==> src/rtl/ac_alu_unit_if.sv <==
// ac_alu_unit_if: operation handshake and status bundle between the control
// unit (cu, master) and the accumulator/ALU stage (ac_alu_unit, slave).
//   op_valid  cu -> unit   operation presented
//   op_ready  unit -> cu   unit accepts an operation this cycle
//   opcode    cu -> unit   4-bit operation select
//   dr_data   cu -> unit   WIDTH-bit memory operand (DR)
//   ac_data   unit -> cu   current AC value
//   e_flag    unit -> cu   current E (carry/link) flag
//   ac_zero   unit -> cu   AC == 0
//   ac_neg    unit -> cu   AC sign bit
//   busy      unit -> cu   unit is not idle
//   done      unit -> cu   one-cycle pulse when a result is written
interface ac_alu_unit_if #(
  parameter int unsigned WIDTH = 16
);
  logic             op_valid;
  logic             op_ready;
  logic [3:0]       opcode;
  logic [WIDTH-1:0] dr_data;
  logic [WIDTH-1:0] ac_data;
  logic             e_flag;
  logic             ac_zero;
  logic             ac_neg;
  logic             busy;
  logic             done;

  modport master (
    output op_valid, opcode, dr_data,
    input  op_ready, ac_data, e_flag, ac_zero, ac_neg, busy, done
  );

  modport slave (
    input  op_valid, opcode, dr_data,
    output op_ready, ac_data, e_flag, ac_zero, ac_neg, busy, done
  );
endinterface

==> src/rtl/ac_alu_unit.sv <==
// ac_alu_unit: accumulator/ALU stage of the basic computer. Holds AC and the
// E (carry/link) flag and executes register- and memory-reference ALU ops
// handed over by the control unit on a valid/ready handshake.
// Ports:
//   clk    system clock, rising edge
//   reset  asynchronous active-low reset
//   en     global enable; 0 freezes all state
//   bus    ac_alu_unit_if.slave (handshake, operand, AC/E/status outputs)
// Optional feature: define AC_MUL_EN to add opcode 11 (unsigned shift-add
// multiply over MUL_CYCLES iterations). Without it opcode 11 is a NOP.
module ac_alu_unit #(
  parameter int unsigned WIDTH      = 16,
  parameter int unsigned MUL_CYCLES = 16
) (
  input  logic         clk,
  input  logic         reset,
  input  logic         en,
  ac_alu_unit_if.slave bus
);

  if (MUL_CYCLES != WIDTH) begin : g_cfg_check
    $error("ac_alu_unit: MUL_CYCLES must equal WIDTH");
  end

  localparam logic [3:0] OpAnd = 4'd1;
  localparam logic [3:0] OpAdd = 4'd2;
  localparam logic [3:0] OpLda = 4'd3;
  localparam logic [3:0] OpCla = 4'd4;
  localparam logic [3:0] OpCle = 4'd5;
  localparam logic [3:0] OpCma = 4'd6;
  localparam logic [3:0] OpCme = 4'd7;
  localparam logic [3:0] OpCir = 4'd8;
  localparam logic [3:0] OpCil = 4'd9;
  localparam logic [3:0] OpInc = 4'd10;
`ifdef AC_MUL_EN
  localparam logic [3:0] OpMul = 4'd11;
  localparam int unsigned CntW = $clog2(MUL_CYCLES + 1);
`endif

  typedef enum logic [1:0] {StIdle = 2'd0, StExec = 2'd1, StMul = 2'd2} state_e;

  state_e           r_state, w_state_nxt;
  logic [WIDTH-1:0] r_ac, w_ac_nxt;
  logic             r_e, w_e_nxt;
  logic             r_done, w_done_nxt;
  logic [3:0]       r_op, w_op_nxt;
  logic [WIDTH-1:0] r_dr, w_dr_nxt;
  logic [WIDTH:0]   w_sum;
  logic             w_accept;
`ifdef AC_MUL_EN
  logic [CntW-1:0]    r_cnt, w_cnt_nxt;
  logic [2*WIDTH-1:0] r_acc, w_acc_nxt;
  logic [2*WIDTH-1:0] r_mcand, w_mcand_nxt;
`endif

  assign w_sum    = {1'b0, r_ac} + {1'b0, r_dr};
  // op_ready folds in reset so cu never sees a handshake while reset is low.
  assign bus.op_ready = reset & en & (r_state == StIdle);
  assign w_accept     = bus.op_valid & bus.op_ready;

  always_comb begin
    w_state_nxt = r_state;
    w_ac_nxt    = r_ac;
    w_e_nxt     = r_e;
    w_done_nxt  = 1'b0;
    w_op_nxt    = r_op;
    w_dr_nxt    = r_dr;
`ifdef AC_MUL_EN
    w_cnt_nxt   = r_cnt;
    w_acc_nxt   = r_acc;
    w_mcand_nxt = r_mcand;
`endif
    if (en) begin
      unique case (r_state)
        StIdle: begin
          if (w_accept) begin
            w_op_nxt    = bus.opcode;
            w_dr_nxt    = bus.dr_data;
            w_state_nxt = StExec;
`ifdef AC_MUL_EN
            if (bus.opcode == OpMul) begin
              w_state_nxt = StMul;
              w_cnt_nxt   = '0;
              w_acc_nxt   = '0;
              w_mcand_nxt = {{WIDTH{1'b0}}, r_ac};
            end
`endif
          end
        end
        StExec: begin
          w_done_nxt  = 1'b1;
          w_state_nxt = StIdle;
          case (r_op)
            OpAnd: w_ac_nxt = r_ac & r_dr;
            OpAdd: {w_e_nxt, w_ac_nxt} = w_sum;
            OpLda: w_ac_nxt = r_dr;
            OpCla: w_ac_nxt = '0;
            OpCle: w_e_nxt = 1'b0;
            OpCma: w_ac_nxt = ~r_ac;
            OpCme: w_e_nxt = ~r_e;
            OpCir: begin
              w_ac_nxt = {r_e, r_ac[WIDTH-1:1]};
              w_e_nxt  = r_ac[0];
            end
            OpCil: begin
              w_ac_nxt = {r_ac[WIDTH-2:0], r_e};
              w_e_nxt  = r_ac[WIDTH-1];
            end
            OpInc: w_ac_nxt = r_ac + WIDTH'(1);
            default: ;  // NOP, reserved opcodes
          endcase
        end
`ifdef AC_MUL_EN
        StMul: begin
          if (r_cnt != CntW'(MUL_CYCLES)) begin
            // r_dr shifts right to expose the next multiplier bit.
            if (r_dr[0]) w_acc_nxt = r_acc + r_mcand;
            w_mcand_nxt = r_mcand << 1;
            w_dr_nxt    = r_dr >> 1;
            w_cnt_nxt   = r_cnt + CntW'(1);
          end else begin
            w_ac_nxt    = r_acc[WIDTH-1:0];
            w_e_nxt     = |r_acc[2*WIDTH-1:WIDTH];
            w_done_nxt  = 1'b1;
            w_cnt_nxt   = '0;
            w_state_nxt = StIdle;
          end
        end
`endif
        default: w_state_nxt = StIdle;
      endcase
    end
  end

  always_ff @(posedge clk or negedge reset) begin
    if (!reset) begin
      r_state <= StIdle;
      r_ac    <= '0;
      r_e     <= 1'b0;
      r_done  <= 1'b0;
      r_op    <= '0;
      r_dr    <= '0;
`ifdef AC_MUL_EN
      r_cnt   <= '0;
      r_acc   <= '0;
      r_mcand <= '0;
`endif
    end else begin
      r_state <= w_state_nxt;
      r_ac    <= w_ac_nxt;
      r_e     <= w_e_nxt;
      r_done  <= w_done_nxt;
      r_op    <= w_op_nxt;
      r_dr    <= w_dr_nxt;
`ifdef AC_MUL_EN
      r_cnt   <= w_cnt_nxt;
      r_acc   <= w_acc_nxt;
      r_mcand <= w_mcand_nxt;
`endif
    end
  end

  assign bus.ac_data = r_ac;
  assign bus.e_flag  = r_e;
  assign bus.ac_zero = (r_ac == '0);
  assign bus.ac_neg  = r_ac[WIDTH-1];
  assign bus.busy    = (r_state != StIdle);
  assign bus.done    = r_done;

endmodule

==> src/flat_wrapper.sv <==
// flat-port wrapper written by rule: the top's interface ports become plain ports
module ac_alu_unit_flat 
#(
  parameter int unsigned WIDTH      = 16,
  parameter int unsigned MUL_CYCLES = 16
)
  (clk, reset, en, bus_op_valid, bus_opcode, bus_dr_data, bus_op_ready, bus_ac_data, bus_e_flag, bus_ac_zero, bus_ac_neg, bus_busy, bus_done);
  ac_alu_unit_if #(.WIDTH(WIDTH)) bus_i ();
  input  logic clk;
  input  logic reset;
  input  logic en;
  input wire logic [$bits(bus_i.op_valid)-1:0] bus_op_valid;
  input wire logic [$bits(bus_i.opcode)-1:0] bus_opcode;
  input wire logic [$bits(bus_i.dr_data)-1:0] bus_dr_data;
  output wire logic [$bits(bus_i.op_ready)-1:0] bus_op_ready;
  output wire logic [$bits(bus_i.ac_data)-1:0] bus_ac_data;
  output wire logic [$bits(bus_i.e_flag)-1:0] bus_e_flag;
  output wire logic [$bits(bus_i.ac_zero)-1:0] bus_ac_zero;
  output wire logic [$bits(bus_i.ac_neg)-1:0] bus_ac_neg;
  output wire logic [$bits(bus_i.busy)-1:0] bus_busy;
  output wire logic [$bits(bus_i.done)-1:0] bus_done;
  assign bus_i.op_valid = bus_op_valid;
  assign bus_i.opcode = bus_opcode;
  assign bus_i.dr_data = bus_dr_data;
  assign bus_op_ready = bus_i.op_ready;
  assign bus_ac_data = bus_i.ac_data;
  assign bus_e_flag = bus_i.e_flag;
  assign bus_ac_zero = bus_i.ac_zero;
  assign bus_ac_neg = bus_i.ac_neg;
  assign bus_busy = bus_i.busy;
  assign bus_done = bus_i.done;
  ac_alu_unit #(.WIDTH(WIDTH), .MUL_CYCLES(MUL_CYCLES)) u_core (.clk(clk), .reset(reset), .en(en), .bus(bus_i));
endmodule
==> config.mk <==
export PLATFORM = sky130hd
export DESIGN_NAME = ac_alu_unit_flat
export DESIGN_NICKNAME = d
export VERILOG_FILES = /design/src/rtl/ac_alu_unit_if.sv /design/src/rtl/ac_alu_unit.sv /design/src/flat_wrapper.sv
export SDC_FILE = /design/constraint.sdc
export NUM_CORES = 1
export LEC_CHECK = 0
export CAP_MARGIN = 20
export CORE_ASPECT_RATIO = 1.75
export CORE_UTILIZATION = 25
export CTS_CLUSTER_SIZE = 28
export DETAILED_ROUTE_END_ITERATION = 16
export HOLD_SLACK_MARGIN = 0.08
export PLACE_DENSITY = 0.52
export SLEW_MARGIN = 40
export SYNTH_ARGS = -nofsm -noshare
export SYNTH_HDL_FRONTEND = slang
export SYNTH_SLANG_ARGS = --single-unit
==> constraint.sdc <==
create_clock -name clk -period 2.2 [get_ports clk]
set_input_delay 0.44 -clock clk [delete_from_list [all_inputs] [get_ports clk]]
set_output_delay 0.44 -clock clk [all_outputs]
set_load 0.03 [all_outputs]
==> results of run 1 <==
==> final cells by class <==
cell class / count / area (sq um)
Multi-Input combinational cell: 338 / 2620
Tap cell: 177 / 221
Inverter: 9 / 33.8
Timing Repair Buffer: 121 / 1050
Sequential cell: 39 / 981
Clock buffer: 8 / 156
Fill cell: 1515 / 8910
==> cell families after synthesis <==
logic type | after synthesis | synth area share
buf+inv | 42 | 0.0537
compound gates | 148 | 0.288
mux | 35 | 0.104
flops | 39 | 0.270
fa+ha+maj | 19 | 0.0679
simple gates | 121 | 0.180
xor+xnor | 15 | 0.0364
==> power breakdown <==
| part | total, W | switching, W | internal [W] | leakage [nW] |
|---|---|---|---|---|
| sequential | 0.00121 | 0.000248 | 0.000959 | 0.467 |
| combinational | 0.00480 | 0.00263 | 0.00216 | 1.47 |
| clock | 0.000788 | 0.000305 | 0.000484 | 0.0772 |
| total | 0.00679 | 0.00319 | 0.00360 | 2.02 |
==> layer usage <==
metal  up-vias  share of wire
met5         -              0
li1       1792              -
met1      1849           0.36
met4         0          0.066
met3        42          0.029
met2       119           0.55
==> repair_timing <==
item                                    CTS  global route
buffers inserted                          0             1
endpoints found under the setup margin    8             9
gates resized for setup                  13            18
pin swaps                                 2             8
==> flip-flops by register name (all words and copies together), names as in the netlist <==
name	count
u_core.r_dr	16
u_core.r_op	4
u_core.r_state	1
u_core.bus.ac_data	16
u_core.bus.e_flag	1
u_core.bus.done	1
==> worst max-delay path, delay by kind of cell, from the launching register on <==
kind            cells  cell delay, ns
fa+ha+maj           1            0.26
flops               1            0.42
compound gates      5            1.32
simple gates        1            0.10
==> cells in the mapped netlist, types with 2 or more instances <==
cell type  instances
o32a_1             4
nor4_1             3
dfrtp_1           39
ha_1              18
o221ai_1           2
a2111o_1           2
and2_1             3
o211ai_1           6
and4_1             3
xor2_1             4
nand3b_1           3
mux2_2            20
o22ai_1           12
o21ai_0           36
a31oi_1            4
a2111oi_4          2
and3_1             7
nor2b_1            7
nand2_1           30
or3_1              4
a221oi_1           7
mux2i_1           15
a2111oi_0          3
o22a_1             2
a21oi_1           25
buf_2             13
a21o_1             7
o221a_2            2
buf_4              3
nand3_1           11
inv_1              9
a211oi_1           8
o31ai_1            3
o21a_1             6
a2bb2oi_1          2
clkbuf_1          15
o21ai_1            3
nand4_1            6
xnor2_1           11
nor3_1             5
nor2_1            23
nand2b_1           6
==> final timing paths <==
| check | end | slack [ns] |
|---|---|---|
| worst max-delay path | u_core.bus.ac_data[13]$_DFFE_PN0P_ | -0.02 |
| worst min-delay path | u_core.r_dr[8]$_DFFE_PN0P_ | 0.37 |
| worst max register to register | u_core.bus.ac_data[13]$_DFFE_PN0P_ | -0.02 |
| worst min register to register | u_core.r_dr[12]$_DFFE_PN0P_ | 0.56 |
| max in group asynchronous | u_core.bus.ac_data[0]$_DFFE_PN0P_ | 1.41 |
| min in group clk | u_core.r_dr[12]$_DFFE_PN0P_ | 0.56 |
==> through the flow <==
step                cells  cell area (sq um)  TNS (ns)  total power [W]
floorplan             419               3640   -0.0696          0.00387
global placement      683               4750    -0.277          0.00557
detailed placement    683               4750    -0.799          0.00565
CTS                   691               4970         0          0.00660
global route          692               5070    -0.367          0.00724
finish                692               5070   -0.0178          0.00679
==> impl_metrics.toml, run 1 <==
[outcome]
status = "complete, but fails checks"
violations = "negative setup slack"

[cells_and_area]
mostFrequentLayoutCells = "74 x buf_4, 42 x clkdlybuf4s50_1, 36 x o21ai_0, 35 x dfrtp_1, 30 x nand2_1"
finish.utilization = 0.362
antenna_cells = 0
syn_to_final_growth_pct = 40.3
drive_above_1_share = 0.283
fin_nets = 557
final_common_cell = "buf_4"

[cts]
clock_latency_ns = 0.29
cts_buffers = 5
holdBufCountCts = 0
cts.sinks = 39
htreeDepth = 2
cts_tree = "yes"
clk_pin_slew_ns = 0.06
clock-root-buffer = "clkbuf_16"
clockBufferDepth = 2

[sta]
max_slew_margin = 0.633
holdWs_ns = 0.367
final-hold-violation-count = 0
slew_viol_final = 0
rsz0062_at_grt = "true"
setup_violations = 1
fin_ws_ns = -0.0178
timing.final.crit_share = 1.01
period_minus_slack_ns = 2.22
worstMarginPinSlew_ns = 0.551
final.setup_skew_ns = 0.00460
fmax_mhz = 451

[global_route]
grt.met3_usage = 0.0160
antenna_found_initial = 0
grt_pass1_vias = 3993
grt_max_degree = 40
met1_usage = 0.192
met2_usage = 0.346
grt_usage = 0.186
busiest_layer = "met2"
grt_pass1_wl_mm = 21.5
grt_overflow = 0

[detailed_routing]
wl_per_cell_um = 19.5
drt-initial-drc-count = 172
via_count = 3802
wirelength_mm = 13.5
ant_nets = 0
via_per_inst = 5.49
dr.pass1.iters = 6
drcViolationCount = 0

[synth]
synth_top_flop_cell = "dfrtp_1"
yosys.area.top_type_share = 0.270
yosysUniqueCellTypes = 67
seq_area_frac_synth = 0.270
yosysWarnings = 0
synth_edf_count = 0
synthArstFlopShare = 1.00
synth_nets = 462
synth_area_leaders = "dfrtp_1 27%, ha_1 6.2%, mux2_2 6.2%, o21ai_0 5.0%, mux2i_1 4.2%"
synth_cells = 419
synth_area_per_cell_sq_um = 8.62
yosys.area.top_type = "dfrtp_1"
syn_area_sq_um = 3610
ys_seq_elements = 39

[floorplanning]
ios = 46
core-area_sq_um = 14000
die_x_um = 92.9
dieArea_sq_um = 14900
die_y_um = 161
rows = 57
floorplan.initialDensity = 0.258

[worst_setup_path]
cp-end-kind = "flip-flop"
startpoint_type = "flip-flop"
reg2regPathDepth = 7
arrival_ns = 2.39
startpoint = "u_core.bus.ac_data[6]$_DFFE_PN0P_"
crit_chain = "ha_4 > a2111oi_2 > o21ai_4 > nand2_1 > o211ai_1 > o311a_1 > a22o_1"
critical_path.max_fanout = 4
slowest_delay_ns = 0.50
crit-reg2reg-launch = "u_core.bus.ac_data[6]$_DFFE_PN0P_"
critPathKind = "flip-flop to flip-flop"
required_ns = 2.37
critical_path.slowest_cell = "a2111oi_2"

[placement]
port_buffers = 45
dp_hpwl_mm = 10.6
gp_congestion = 0.876
dp_slack_ns = -0.179

[power_and_ir_drop]
peakVddDrop_uv = 529
p_per_area_nw_per_um2 = 1340
p_leak_nw = 2.02

[worst_hold_path]
hp-class = "input port to async pin"

[run]
max_cap_violations = 0
No activity file was read; power rests on OpenSTA's default activity.
==> run 2, diff against run 1 <==
MAX_ROUTING_LAYER = met4   (was not set)
==> run 2 against run 1 <==
Combinational power hardly changed; routed wire length grew 0.35%; hold slack got worse by 0.017 ns; utilization grew 0.21 points; sequential share of layout area shrank 0.11 points; setup slack better by 0.065 ns; non-clock buffer count rose by 3; largest power group unchanged; global-route usage increased by 0.96 points; the run now ends clean.
==> impl_metrics.toml, run 2 (synthesis gave the netlist of run 1 again) <==
[detailed_routing]
dr.pass1.iters = 4
ant_nets = 0
drcViolationCount = 0
via_per_inst = 5.46
wirelength_mm = 13.5
via_count = 3795
drt-initial-drc-count = 197
wl_per_cell_um = 19.5

[sta]
rsz0062_at_grt = "true"
fmax_mhz = 465
final-hold-violation-count = 0
period_minus_slack_ns = 2.15
final.setup_skew_ns = 0.00684
slew_viol_final = 0
worstMarginPinSlew_ns = 0.525
holdWs_ns = 0.350
setup_violations = 0
timing.final.crit_share = 0.979
max_slew_margin = 0.641
tns_ns = 0

[cells_and_area]
seqCellArea_sq_um = 981
syn_to_final_growth_pct = 41.1
drive_above_1_share = 0.290
antenna_cells = 0
nFillCells = 1496
final_common_cell = "buf_4"
multi_input_area_sq_um = 2640
mostFrequentLayoutCells = "77 x buf_4, 42 x clkdlybuf4s50_1, 35 x dfrtp_1, 34 x o21ai_0, 30 x nand2_1"
fin_nets = 560
stdcell_count = 695

[global_route]
grt_max_degree = 40
busiest_layer = "met2"
grt_usage = 0.195
antenna_found_initial = 0
grt_overflow = 0
grt_pass1_wl_mm = 21.8
met1_usage = 0.193
met2_usage = 0.348
grt.met3_usage = 0.0250
grt_pass1_vias = 4066

[cts]
clk_pin_slew_ns = 0.06
clock_latency_ns = 0.29
cts_buffers = 5
cts_tree = "yes"
clockBufferDepth = 2
clock-root-buffer = "clkbuf_16"
holdBufCountCts = 0
htreeDepth = 2
cts.sinks = 39

[worst_setup_path]
critical_path.max_fanout = 3
startpoint_type = "flip-flop"
critPathKind = "flip-flop to flip-flop"
arrival_ns = 2.37
reg2regPathDepth = 10
cp-end-kind = "flip-flop"
required_ns = 2.42

[floorplanning]
dieArea_sq_um = 14900
die_y_um = 161
floorplan.initialDensity = 0.258
core-area_sq_um = 14000
die_x_um = 92.9
ios = 46
rows = 57

[power_and_ir_drop]
p_per_area_nw_per_um2 = 1340
power_w = 0.00682
peakVddDrop_uv = 555
p_leak_nw = 2.02

[outcome]
status = "completed"

[placement]
gp_congestion = 0.908
port_buffers = 45
place_inst = 685
dp_hpwl_mm = 10.6

[run]
max_cap_violations = 0

[worst_hold_path]
hp-class = "input port to async pin"
[run 2: cell types whose count changed in the layout (fill, tap and decap cells not counted), sizes merged]
cell / delta
buf: +3
clkbuf: -1
clkinv: +1
[run 2: per-layer routing]
| metal | share of wire | up-vias |
|---|---|---|
| li1 | - | 1787 |
| met1 | 0.35 | 1840 |
| met2 | 0.54 | 116 |
| met3 | 0.037 | 52 |
| met4 | 0.073 | 0 |
| met5 | 0 | - |
[run 2: stage by stage]
stage,area (sq um),util,setup slack (ns)
finish,5090,0.364,0.0473
global route,5090,0.364,-0.0486
CTS,4980,0.356,0.0125
detailed placement,4760,0.341,-0.103
global placement,4760,0.341,-0.110
floorplan,3640,-,-0.0696
[run 2: final cells by class]
class / instances / share of cell area
Clock buffer: 7 / 0.0280
Clock inverter: 1 / 0.000982
Inverter: 9 / 0.00663
Multi-Input combinational cell: 338 / 0.517
Sequential cell: 39 / 0.193
Tap cell: 177 / 0.0435
Timing Repair Buffer: 124 / 0.211
[run 2: critical path, cell delays in order, from the launching register on]
cell and delay [ns]:
dfrtp_1 0.38, ha_4 0.15, inv_2 0.04, fa_2 0.38
nor2b_4 0.16, o31ai_4 0.08, a211oi_2 0.31, o211ai_2 0.14
buf_4 0.16, a21o_1 0.16, a21oi_2 0.11
[run 2: worst paths after layout]
path	from	end	slack, ns
hold / removal	reset	u_core.r_dr[7]$_DFFE_PN0P_	0.35
setup / recovery	u_core.r_dr[0]$_DFFE_PN0P_	u_core.bus.e_flag$_DFFE_PN0P_	0.05
setup reg to reg	u_core.r_dr[0]$_DFFE_PN0P_	u_core.bus.e_flag$_DFFE_PN0P_	0.05
min in group clk	u_core.r_dr[13]$_DFFE_PN0P_	u_core.r_dr[13]$_DFFE_PN0P_	0.58
max in group asynchronous	reset	u_core.bus.ac_data[4]$_DFFE_PN0P_	1.45
hold reg to reg	u_core.r_dr[13]$_DFFE_PN0P_	u_core.r_dr[13]$_DFFE_PN0P_	0.58
[run 2: what timing repair did]
item	CTS	global route
setup buffers	0	2
pin swaps	3	9
gates resized for setup	11	23
endpoints found under the setup margin	6	11
[run 2: report_power, final]
part           switching [W]  internal (W)
clock network       0.000312      0.000451
logic                0.00261       0.00220
registers           0.000288      0.000958
